`src/rtl/mandelbrot_ctrl_pkg.sv`:
```
// Shared definitions for the mandelbrot kernel AXI4-Lite control slave:
// register offsets, AP_CTRL bit positions, FSM state types and a byte-strobe merge helper.
package mandelbrot_ctrl_pkg;

    localparam int AXI_ADDR_W = 12;
    localparam int AXI_DATA_W = 32;
    localparam int AXI_STRB_W = AXI_DATA_W / 8;

    // Only the low six address bits are decoded; higher bits alias.
    localparam logic [5:0] ADDR_AP_CTRL     = 6'h00;
    localparam logic [5:0] ADDR_GIE         = 6'h04;
    localparam logic [5:0] ADDR_IER         = 6'h08;
    localparam logic [5:0] ADDR_ISR         = 6'h0C;
    localparam logic [5:0] ADDR_CTRL_LENGTH = 6'h10;
    localparam logic [5:0] ADDR_A_LO        = 6'h18;
    localparam logic [5:0] ADDR_A_HI        = 6'h1C;

    localparam int AP_START_BIT        = 0;
    localparam int AP_DONE_BIT         = 1;
    localparam int AP_IDLE_BIT         = 2;
    localparam int AP_READY_BIT        = 3;
    localparam int AP_AUTO_RESTART_BIT = 7;

    typedef enum logic [1:0] {
        WRIDLE = 2'd0,
        WRDATA = 2'd1,
        WRRESP = 2'd2
    } wr_state_e;

    typedef enum logic {
        RDIDLE = 1'b0,
        RDDATA = 1'b1
    } rd_state_e;

    // Merge new write data into an old register value, one byte per strobe bit.
    function automatic logic [AXI_DATA_W-1:0] apply_strb(
        input logic [AXI_DATA_W-1:0] old_val,
        input logic [AXI_DATA_W-1:0] new_val,
        input logic [AXI_STRB_W-1:0] strb
    );
        logic [AXI_DATA_W-1:0] merged;
        for (int i = 0; i < AXI_STRB_W; i++) begin
            merged[i*8 +: 8] = strb[i] ? new_val[i*8 +: 8] : old_val[i*8 +: 8];
        end
        return merged;
    endfunction

endpackage

```
`src/rtl/mandelbrot_control_s_axi_if.sv`:
```
// AXI4-Lite control-port bundle between the host-side initiator and the kernel control slave.
interface mandelbrot_control_s_axi_if;
    import mandelbrot_ctrl_pkg::*;

    logic                  awvalid;
    logic                  awready;
    logic [AXI_ADDR_W-1:0] awaddr;
    logic                  wvalid;
    logic                  wready;
    logic [AXI_DATA_W-1:0] wdata;
    logic [AXI_STRB_W-1:0] wstrb;
    logic                  bvalid;
    logic                  bready;
    logic [1:0]            bresp;
    logic                  arvalid;
    logic                  arready;
    logic [AXI_ADDR_W-1:0] araddr;
    logic                  rvalid;
    logic                  rready;
    logic [AXI_DATA_W-1:0] rdata;
    logic [1:0]            rresp;

    modport master (
        output awvalid, awaddr, wvalid, wdata, wstrb, bready, arvalid, araddr, rready,
        input  awready, wready, bvalid, bresp, arready, rvalid, rdata, rresp
    );

    modport slave (
        input  awvalid, awaddr, wvalid, wdata, wstrb, bready, arvalid, araddr, rready,
        output awready, wready, bvalid, bresp, arready, rvalid, rdata, rresp
    );

endinterface

```
`src/rtl/mandelbrot_control_s_axi.sv`:
```
// AXI4-Lite control slave for the mandelbrot kernel: ap_ctrl handshake, interrupt
// registers and the kernel arguments ctrl_length and a (64-bit pointer).
module mandelbrot_control_s_axi
    import mandelbrot_ctrl_pkg::*;
#(
    parameter int C_S_AXI_ADDR_WIDTH = 12,
    parameter int C_S_AXI_DATA_WIDTH = 32
) (
    input  logic                     ap_clk,
    input  logic                     ap_rst,
    mandelbrot_control_s_axi_if.slave s_axi_control,
    output logic                     interrupt,
    output logic                     ap_start,
    input  logic                     ap_done,
    input  logic                     ap_idle,
    input  logic                     ap_ready,
    output logic [31:0]              ctrl_length,
    output logic [63:0]              a
);

    wr_state_e wstate;
    rd_state_e rstate;

    logic awready_q, wready_q, bvalid_q;
    logic arready_q, rvalid_q;
    logic [C_S_AXI_DATA_WIDTH-1:0] rdata_q;
    logic [C_S_AXI_DATA_WIDTH-1:0] rdata_next;
    logic [C_S_AXI_ADDR_WIDTH-1:0] awaddr_w;
    logic [C_S_AXI_ADDR_WIDTH-1:0] araddr_w;
    logic [5:0] waddr_q;
    logic [5:0] raddr_q;

    logic auto_restart;
    logic done_q, ready_q, idle_q;
    logic gie;
    logic [1:0] ier;
    logic [1:0] isr;
    logic [1:0] isr_event;

    logic w_hs, ar_hs, rd_done, wr_ctrl_lo;

    assign awaddr_w = s_axi_control.awaddr;
    assign araddr_w = s_axi_control.araddr;

    // Upper address bits are deliberately ignored.
    logic unused_addr_bits;
    assign unused_addr_bits = &{1'b0, awaddr_w[C_S_AXI_ADDR_WIDTH-1:6], araddr_w[C_S_AXI_ADDR_WIDTH-1:6]};

    assign w_hs       = wready_q & s_axi_control.wvalid;
    assign ar_hs      = arready_q & s_axi_control.arvalid;
    assign rd_done    = rvalid_q & s_axi_control.rready;
    assign wr_ctrl_lo = w_hs && (waddr_q == ADDR_AP_CTRL) && s_axi_control.wstrb[0];
    assign isr_event  = {ap_ready, ap_done};

    assign s_axi_control.awready = awready_q;
    assign s_axi_control.wready  = wready_q;
    assign s_axi_control.bvalid  = bvalid_q;
    assign s_axi_control.bresp   = 2'b00;
    assign s_axi_control.arready = arready_q;
    assign s_axi_control.rvalid  = rvalid_q;
    assign s_axi_control.rdata   = rdata_q;
    assign s_axi_control.rresp   = 2'b00;

    assign interrupt = gie & (|isr);

    // Write channel FSM: address, then data, then response; one write in flight.
    always_ff @(posedge ap_clk or posedge ap_rst) begin
        if (ap_rst) begin
            wstate    <= WRIDLE;
            awready_q <= 1'b0;
            wready_q  <= 1'b0;
            bvalid_q  <= 1'b0;
            waddr_q   <= '0;
        end else begin
            case (wstate)
                WRIDLE: begin
                    if (awready_q && s_axi_control.awvalid) begin
                        waddr_q   <= awaddr_w[5:0];
                        awready_q <= 1'b0;
                        wready_q  <= 1'b1;
                        wstate    <= WRDATA;
                    end else begin
                        awready_q <= 1'b1;
                    end
                end
                WRDATA: begin
                    if (s_axi_control.wvalid) begin
                        wready_q <= 1'b0;
                        bvalid_q <= 1'b1;
                        wstate   <= WRRESP;
                    end
                end
                WRRESP: begin
                    if (s_axi_control.bready) begin
                        bvalid_q  <= 1'b0;
                        awready_q <= 1'b1;
                        wstate    <= WRIDLE;
                    end
                end
                default: begin
                    awready_q <= 1'b0;
                    wready_q  <= 1'b0;
                    bvalid_q  <= 1'b0;
                    wstate    <= WRIDLE;
                end
            endcase
        end
    end

    // Read data mux evaluated on the incoming read address.
    always_comb begin
        rdata_next = '0;
        case (araddr_w[5:0])
            ADDR_AP_CTRL: begin
                rdata_next[AP_START_BIT]        = ap_start;
                rdata_next[AP_DONE_BIT]         = done_q;
                rdata_next[AP_IDLE_BIT]         = idle_q;
                rdata_next[AP_READY_BIT]        = ready_q;
                rdata_next[AP_AUTO_RESTART_BIT] = auto_restart;
            end
            ADDR_GIE:         rdata_next[0]   = gie;
            ADDR_IER:         rdata_next[1:0] = ier;
            ADDR_ISR:         rdata_next[1:0] = isr;
            ADDR_CTRL_LENGTH: rdata_next      = ctrl_length;
            ADDR_A_LO:        rdata_next      = a[31:0];
            ADDR_A_HI:        rdata_next      = a[63:32];
            default:          rdata_next      = '0;
        endcase
    end

    // Read channel FSM: capture data on the address handshake, hold until accepted.
    always_ff @(posedge ap_clk or posedge ap_rst) begin
        if (ap_rst) begin
            rstate    <= RDIDLE;
            arready_q <= 1'b0;
            rvalid_q  <= 1'b0;
            rdata_q   <= '0;
            raddr_q   <= '0;
        end else begin
            case (rstate)
                RDIDLE: begin
                    if (ar_hs) begin
                        rdata_q   <= rdata_next;
                        raddr_q   <= araddr_w[5:0];
                        arready_q <= 1'b0;
                        rvalid_q  <= 1'b1;
                        rstate    <= RDDATA;
                    end else begin
                        arready_q <= 1'b1;
                    end
                end
                RDDATA: begin
                    if (s_axi_control.rready) begin
                        rvalid_q  <= 1'b0;
                        arready_q <= 1'b1;
                        rstate    <= RDIDLE;
                    end
                end
                default: begin
                    arready_q <= 1'b0;
                    rvalid_q  <= 1'b0;
                    rstate    <= RDIDLE;
                end
            endcase
        end
    end

    // Control/status, interrupt and kernel-argument registers.
    always_ff @(posedge ap_clk or posedge ap_rst) begin
        if (ap_rst) begin
            ap_start     <= 1'b0;
            auto_restart <= 1'b0;
            done_q       <= 1'b0;
            ready_q      <= 1'b0;
            idle_q       <= 1'b0;
            gie          <= 1'b0;
            ier          <= '0;
            isr          <= '0;
            ctrl_length  <= '0;
            a            <= '0;
        end else begin
            idle_q <= ap_idle;

            if (wr_ctrl_lo && s_axi_control.wdata[AP_START_BIT]) begin
                ap_start <= 1'b1;
            end else if (ap_ready && !auto_restart) begin
                ap_start <= 1'b0;
            end

            if (wr_ctrl_lo) begin
                auto_restart <= s_axi_control.wdata[AP_AUTO_RESTART_BIT];
            end

            // A new pulse beats a clear-on-read landing in the same cycle.
            if (ap_done) begin
                done_q <= 1'b1;
            end else if (rd_done && raddr_q == ADDR_AP_CTRL) begin
                done_q <= 1'b0;
            end

            if (ap_ready) begin
                ready_q <= 1'b1;
            end else if (rd_done && raddr_q == ADDR_AP_CTRL) begin
                ready_q <= 1'b0;
            end

            if (w_hs && waddr_q == ADDR_GIE && s_axi_control.wstrb[0]) begin
                gie <= s_axi_control.wdata[0];
            end

            if (w_hs && waddr_q == ADDR_IER && s_axi_control.wstrb[0]) begin
                ier <= s_axi_control.wdata[1:0];
            end

            for (int i = 0; i < 2; i++) begin
                if (isr_event[i] && ier[i]) begin
                    isr[i] <= 1'b1;
                end else if (w_hs && waddr_q == ADDR_ISR && s_axi_control.wstrb[0] && s_axi_control.wdata[i]) begin
                    isr[i] <= ~isr[i];
                end
            end

            if (w_hs && waddr_q == ADDR_CTRL_LENGTH) begin
                ctrl_length <= apply_strb(ctrl_length, s_axi_control.wdata, s_axi_control.wstrb);
            end

            if (w_hs && waddr_q == ADDR_A_LO) begin
                a[31:0] <= apply_strb(a[31:0], s_axi_control.wdata, s_axi_control.wstrb);
            end

            if (w_hs && waddr_q == ADDR_A_HI) begin
                a[63:32] <= apply_strb(a[63:32], s_axi_control.wdata, s_axi_control.wstrb);
            end
        end
    end

endmodule

```
`src/flat_wrapper.sv`:
```
// flat-port wrapper written by rule: the top's interface ports become plain ports
module mandelbrot_control_s_axi_flat import mandelbrot_ctrl_pkg::*;
#(
    parameter int C_S_AXI_ADDR_WIDTH = 12,
    parameter int C_S_AXI_DATA_WIDTH = 32
)
  (ap_clk, ap_rst, interrupt, ap_start, ap_done, ap_idle, ap_ready, ctrl_length, a, s_axi_control_awvalid, s_axi_control_awaddr, s_axi_control_wvalid, s_axi_control_wdata, s_axi_control_wstrb, s_axi_control_bready, s_axi_control_arvalid, s_axi_control_araddr, s_axi_control_rready, s_axi_control_awready, s_axi_control_wready, s_axi_control_bvalid, s_axi_control_bresp, s_axi_control_arready, s_axi_control_rvalid, s_axi_control_rdata, s_axi_control_rresp);
  mandelbrot_control_s_axi_if s_axi_control_i ();
  input  logic ap_clk;
  input  logic ap_rst;
  output logic interrupt;
  output logic ap_start;
  input  logic ap_done;
  input  logic ap_idle;
  input  logic ap_ready;
  output logic [31:0] ctrl_length;
  output logic [63:0] a;
  input wire logic [$bits(s_axi_control_i.awvalid)-1:0] s_axi_control_awvalid;
  input wire logic [$bits(s_axi_control_i.awaddr)-1:0] s_axi_control_awaddr;
  input wire logic [$bits(s_axi_control_i.wvalid)-1:0] s_axi_control_wvalid;
  input wire logic [$bits(s_axi_control_i.wdata)-1:0] s_axi_control_wdata;
  input wire logic [$bits(s_axi_control_i.wstrb)-1:0] s_axi_control_wstrb;
  input wire logic [$bits(s_axi_control_i.bready)-1:0] s_axi_control_bready;
  input wire logic [$bits(s_axi_control_i.arvalid)-1:0] s_axi_control_arvalid;
  input wire logic [$bits(s_axi_control_i.araddr)-1:0] s_axi_control_araddr;
  input wire logic [$bits(s_axi_control_i.rready)-1:0] s_axi_control_rready;
  output wire logic [$bits(s_axi_control_i.awready)-1:0] s_axi_control_awready;
  output wire logic [$bits(s_axi_control_i.wready)-1:0] s_axi_control_wready;
  output wire logic [$bits(s_axi_control_i.bvalid)-1:0] s_axi_control_bvalid;
  output wire logic [$bits(s_axi_control_i.bresp)-1:0] s_axi_control_bresp;
  output wire logic [$bits(s_axi_control_i.arready)-1:0] s_axi_control_arready;
  output wire logic [$bits(s_axi_control_i.rvalid)-1:0] s_axi_control_rvalid;
  output wire logic [$bits(s_axi_control_i.rdata)-1:0] s_axi_control_rdata;
  output wire logic [$bits(s_axi_control_i.rresp)-1:0] s_axi_control_rresp;
  assign s_axi_control_i.awvalid = s_axi_control_awvalid;
  assign s_axi_control_i.awaddr = s_axi_control_awaddr;
  assign s_axi_control_i.wvalid = s_axi_control_wvalid;
  assign s_axi_control_i.wdata = s_axi_control_wdata;
  assign s_axi_control_i.wstrb = s_axi_control_wstrb;
  assign s_axi_control_i.bready = s_axi_control_bready;
  assign s_axi_control_i.arvalid = s_axi_control_arvalid;
  assign s_axi_control_i.araddr = s_axi_control_araddr;
  assign s_axi_control_i.rready = s_axi_control_rready;
  assign s_axi_control_awready = s_axi_control_i.awready;
  assign s_axi_control_wready = s_axi_control_i.wready;
  assign s_axi_control_bvalid = s_axi_control_i.bvalid;
  assign s_axi_control_bresp = s_axi_control_i.bresp;
  assign s_axi_control_arready = s_axi_control_i.arready;
  assign s_axi_control_rvalid = s_axi_control_i.rvalid;
  assign s_axi_control_rdata = s_axi_control_i.rdata;
  assign s_axi_control_rresp = s_axi_control_i.rresp;
  mandelbrot_control_s_axi #(.C_S_AXI_ADDR_WIDTH(C_S_AXI_ADDR_WIDTH), .C_S_AXI_DATA_WIDTH(C_S_AXI_DATA_WIDTH)) u_core (.ap_clk(ap_clk), .ap_rst(ap_rst), .s_axi_control(s_axi_control_i), .interrupt(interrupt), .ap_start(ap_start), .ap_done(ap_done), .ap_idle(ap_idle), .ap_ready(ap_ready), .ctrl_length(ctrl_length), .a(a));
endmodule
```
`config.mk`:
```
export PLATFORM = sky130hd
export DESIGN_NAME = mandelbrot_control_s_axi_flat
export DESIGN_NICKNAME = d
export VERILOG_FILES = /design/src/rtl/mandelbrot_ctrl_pkg.sv /design/src/rtl/mandelbrot_control_s_axi_if.sv /design/src/rtl/mandelbrot_control_s_axi.sv /design/src/flat_wrapper.sv
export SDC_FILE = /design/constraint.sdc
export NUM_CORES = 1
export LEC_CHECK = 0
export CAP_MARGIN = 30
export CORE_AREA = 2 2 170 172
export CTS_CLUSTER_DIAMETER = 80
export DETAILED_ROUTE_END_ITERATION = 7
export DIE_AREA = 0 0 172 174
export PLACE_DENSITY = 0.55
export SLEW_MARGIN = 20
export SYNTH_ARGS = -nofsm -noshare
export SYNTH_HDL_FRONTEND = slang
export SYNTH_SLANG_ARGS = --single-unit
```
`constraint.sdc`:
```
create_clock -name ap_clk -period 4.8 [get_ports ap_clk]
set_input_delay 0.72 -clock ap_clk [delete_from_list [all_inputs] [get_ports ap_clk]]
set_output_delay 0.72 -clock ap_clk [all_outputs]
set_load 0.02 [all_outputs]
```
==> metrics.md <==
| Metric | Value |
|---|---|
| Most area-consuming cells after synthesis | dfrtp_1 57%, mux2_2 17%, mux2i_1 5.4% |
| # IOs | 209 |
| Largest net degree at the start of global routing | 87 |
| Outcome | complete, no violations |
| Largest family of logic cells by synthesized area | multiplexers |
| Slowest Stage Delay on Critical Path | 0.60 ns |
| Bufs on Longest Clock Path | 2 |
| Routed vias | 4872 |
| Compound-cell area share of the yosys netlist | 8.32% |
| Height of the die | 174 um |
| TritonCTS clock tree | yes |
| Period minus WS final | 2.80 ns |
| CP Launch Point | s_axi_control_wvalid |
| Share of the synthesized area in the top cell type | 57.4% |
| Syn avg cell area | 13.0 sq um |
| Number of detailed-route iterations in the first pass | 4 |
| Post-Synth Simple-Gate Area | 8.32% |
| Initial antenna violation count | 1 |
| Worst path cell trace | clkdlybuf4s50_1, nand4bb_4, nor3_1, and2_1, mux2_2 |
| Post-CTS Resized | 0 |
| Worst hold start | u_core.ready_q |
| Worst path top cell family by delay | simple AND/OR/NAND/NOR gates |
| Reg power frac | 38.6% |
| Worst setup EP type | flop |
| RePlAce Congestion | 0.725 |
| Post-DP Area | 0.00919 sq mm |
| Via-to-Cell Ratio | 4.36 |
| RSZ-0062 raised after global routing | false |
| Slew headroom | 36.7% |
| Design area | 0.00983 sq mm |
| Die Width | 172 um |
| TritonCTS Buffers | 17 |
| Post-CTS Setup Bufs | 0 |
| Count of warnings emitted by yosys | 0 |
| Cell Area, Synth | 0.00689 sq mm |
| Fraction of layout cells with a size suffix above 1 | 21.6% |
| Drt total wl | 20500 um |
| Hold WC Path Type | reg2reg |
| MaxCap Viol Count | 0 |
| Nets | 789 |
| Synth Area in XOR/XNOR | 0.254% |
| Library cells used by synthesis | 41 |
| WP buf/inv | 1 |
| Post-DP HPWL | 13800 um |
| Commonest register cell after synthesis | dfrtp_1 |
| CP Class | in2reg |
| Net Sw Power | 1.87 mW |
| CTS Hold Bufs | 0 |
| Total GRT Usage | 14.1% |
| Antenna Violating Nets Remaining | 0 |
| Fin. max-slew vios | 0 |
| Comb pwr share | 34.9% |
| # clock sinks | 158 |
| Synth Area in Adders | 0% |
| First-pass GRT wire length | 31400 um |
| Fin cells | 1117 |
| Worst-Skew Late Latency | 0.43 ns |
| Leak | 4.38 nW |
| Clk root buf | clkbuf_16 |
| Maximum vdd drop | 0.241 mV |
| Min setup slack post-route | 2.00 ns |
| Power Density | 556 mW/mm^2 |
| CP required | 5.11 ns |
| Final setup fails | 0 |
| WP data arrival | 3.10 ns |
| Reg2Reg Launch Point | u_core.waddr_q[1] |
| H-tree level count | 4 |
| Number of flops mapped to enable cells by yosys | 0 |
| DRT iter0 DRCs | 191 |
| Switching share of power | 34.2% |
| Pint | 3.60 mW |
| Worst-path clk slew | 0.07 ns |
| Initial core utilization | 24.4% |
| Clk pwr share | 26.5% |
| Total gr overflow | 0 |
| Area Growth Syn to Fin | 42.7% |
| Crit share post-route | 58.2% |
| Pre-CTS setup slack | 1.40 ns |
| FMAX | 0.358 GHz |
| Seq/Total Area, Yosys | 57.4% |
| Vias in the first global route | 5106 |
| Cell count after synthesis | 530 |
| DR DRC count | 0 |
| Dpl cells | 1083 |
| Max FO, Critical Path | 8 |
| Die area | 0.0299 sq mm |
| Largest area contributor in the netlist | dfrtp_1 |
| CP max-delay cell | clkdlybuf4s50_1 |
| Slew @ Worst Pin | 0.949 ns |
| Fin. Hold Viols | 0 |
| IO buf count | 192 |
| FP Rows | 62 |
| Flops & latches, synth | 158 |
| Setup TNS | 0 ns |
| Utilization after layout | 34.8% |
| Async S/R FF share, synth | 100% |
| CP Launch Type | input pin |
| WL/cell | 18.4 um |
| Share of synthesized area spent on multiplexers | 22.9% |
| Skew final | 0.00891 ns |
| Std-Cell Core Area | 0.0282 sq mm |
==> sequential cells by signal, indices dropped and copies added, names as in the netlist <==
signal and flops:
u_core.gie 1, u_core.ready_q 1, u_core.s_axi_control.wready 1, u_core.raddr_q 6, u_core.s_axi_control.rvalid 1, u_core.s_axi_control.rdata 32
u_core.s_axi_control.awready 1, u_core.ctrl_length 32, u_core.done_q 1, u_core.ap_start 1, u_core.a 64, u_core.ier 2
u_core.idle_q 1, u_core.wstate 2, u_core.s_axi_control.bvalid 1, u_core.s_axi_control.arready 1, u_core.isr 2, u_core.rstate 1
u_core.waddr_q 6, u_core.auto_restart 1
==> worst paths after layout <==
kind,end,slack (ns),cells after the start
max reg2reg,u_core.a[33],2.45,4
min in group asynchronous,u_core.a[4],0.59,2
min,u_core.ready_q,0.48,1
max in group asynchronous,u_core.s_axi_control.rdata[19],3.22,4
max,u_core.a[33],2.00,5
min reg2reg,u_core.ready_q,0.48,1
==> power by group through the flow <==
stage	clock network, mW	logic (mW)	registers [mW]
floorplan	0	0.648	2.45
global placement	0	1.92	2.13
detailed placement	0	1.93	2.13
CTS	1.50	1.94	2.11
global route	1.55	2.05	2.18
finish	1.45	1.91	2.11
==> cells in the final DEF, fill, tap and decap left out, drive strengths merged, types with 2 or more instances in the layout <==
master / count
clkdlybuf4s50: 190
dfrtp: 158
mux2: 107
nand2: 64
mux2i: 37
o21ai: 33
a22o: 31
clkbuf: 18
buf: 11
and2: 8
nor2: 8
inv: 6
clkinv: 5
nand3: 4
a21o: 4
o22ai: 4
conb: 4
nand2b: 3
nor3: 3
nor4: 3
a21oi: 3
clkinvlp: 3
bufinv: 3
nor4b: 2
nor3b: 2
xnor2: 2
nand3b: 2
and3: 2
==> cell families after synthesis <==
group / Yosys count
buf+inv: 37
flops: 158
xor+xnor: 2
compound gates: 83
other cells: 1
mux: 144
simple gates: 105
==> synth_stat cells (all sizes together) (3+ instances only) <==
library cell and n:
a21oi 3, inv 3, a21o 4, a22o 31, mux2i 37, and2 8, buf 23, nand2 64
mux2 107, o21ai 33, nor3 3, dfrtp 158, nand2b 3, nor4 3, clkbuf 11, nand3 4
nor2 8, o22ai 4
==> metrics by stage <==
stage / hold slack (ns) / total power [mW]
final: 0.480 / 5.47
after CTS: 0.485 / 5.55
after detailed placement: 0.464 / 4.06
after global placement: 0.458 / 4.04
after global routing: 0.506 / 5.78
after floorplan: 0.446 / 3.09
==> final cells by class <==
| cell class | count | area [sq um] |
|---|---|---|
| fill | 2857 | 18400 |
| sequential | 158 | 3950 |
| multi-input combinational | 338 | 2750 |
| timing repair buffer | 201 | 2000 |
| tap | 384 | 480 |
| clock buffer | 18 | 439 |
| clock inverter | 14 | 183 |
| inverter | 3 | 15.0 |
| antenna | 1 | 2.50 |
==> worst register-to-register path, cell delays in order, from the launching register on <==
cell	delay [ns]
dfrtp_1	0.37
nand4bb_4	0.28
nor3_1	0.60
and2_1	0.58
mux2_2	0.40
==> metal layers <==
metal | track usage [%] | share of wire (%) | vias up
li1 | - | - | 2273
met1 | 18.9 | 46 | 2458
met2 | 22.1 | 47 | 129
met3 | 4.44 | 6.3 | 12
met4 | 3.36 | 0.91 | 0
met5 | 0 | 0 | -
No activity file was read; power rests on OpenSTA's default activity.
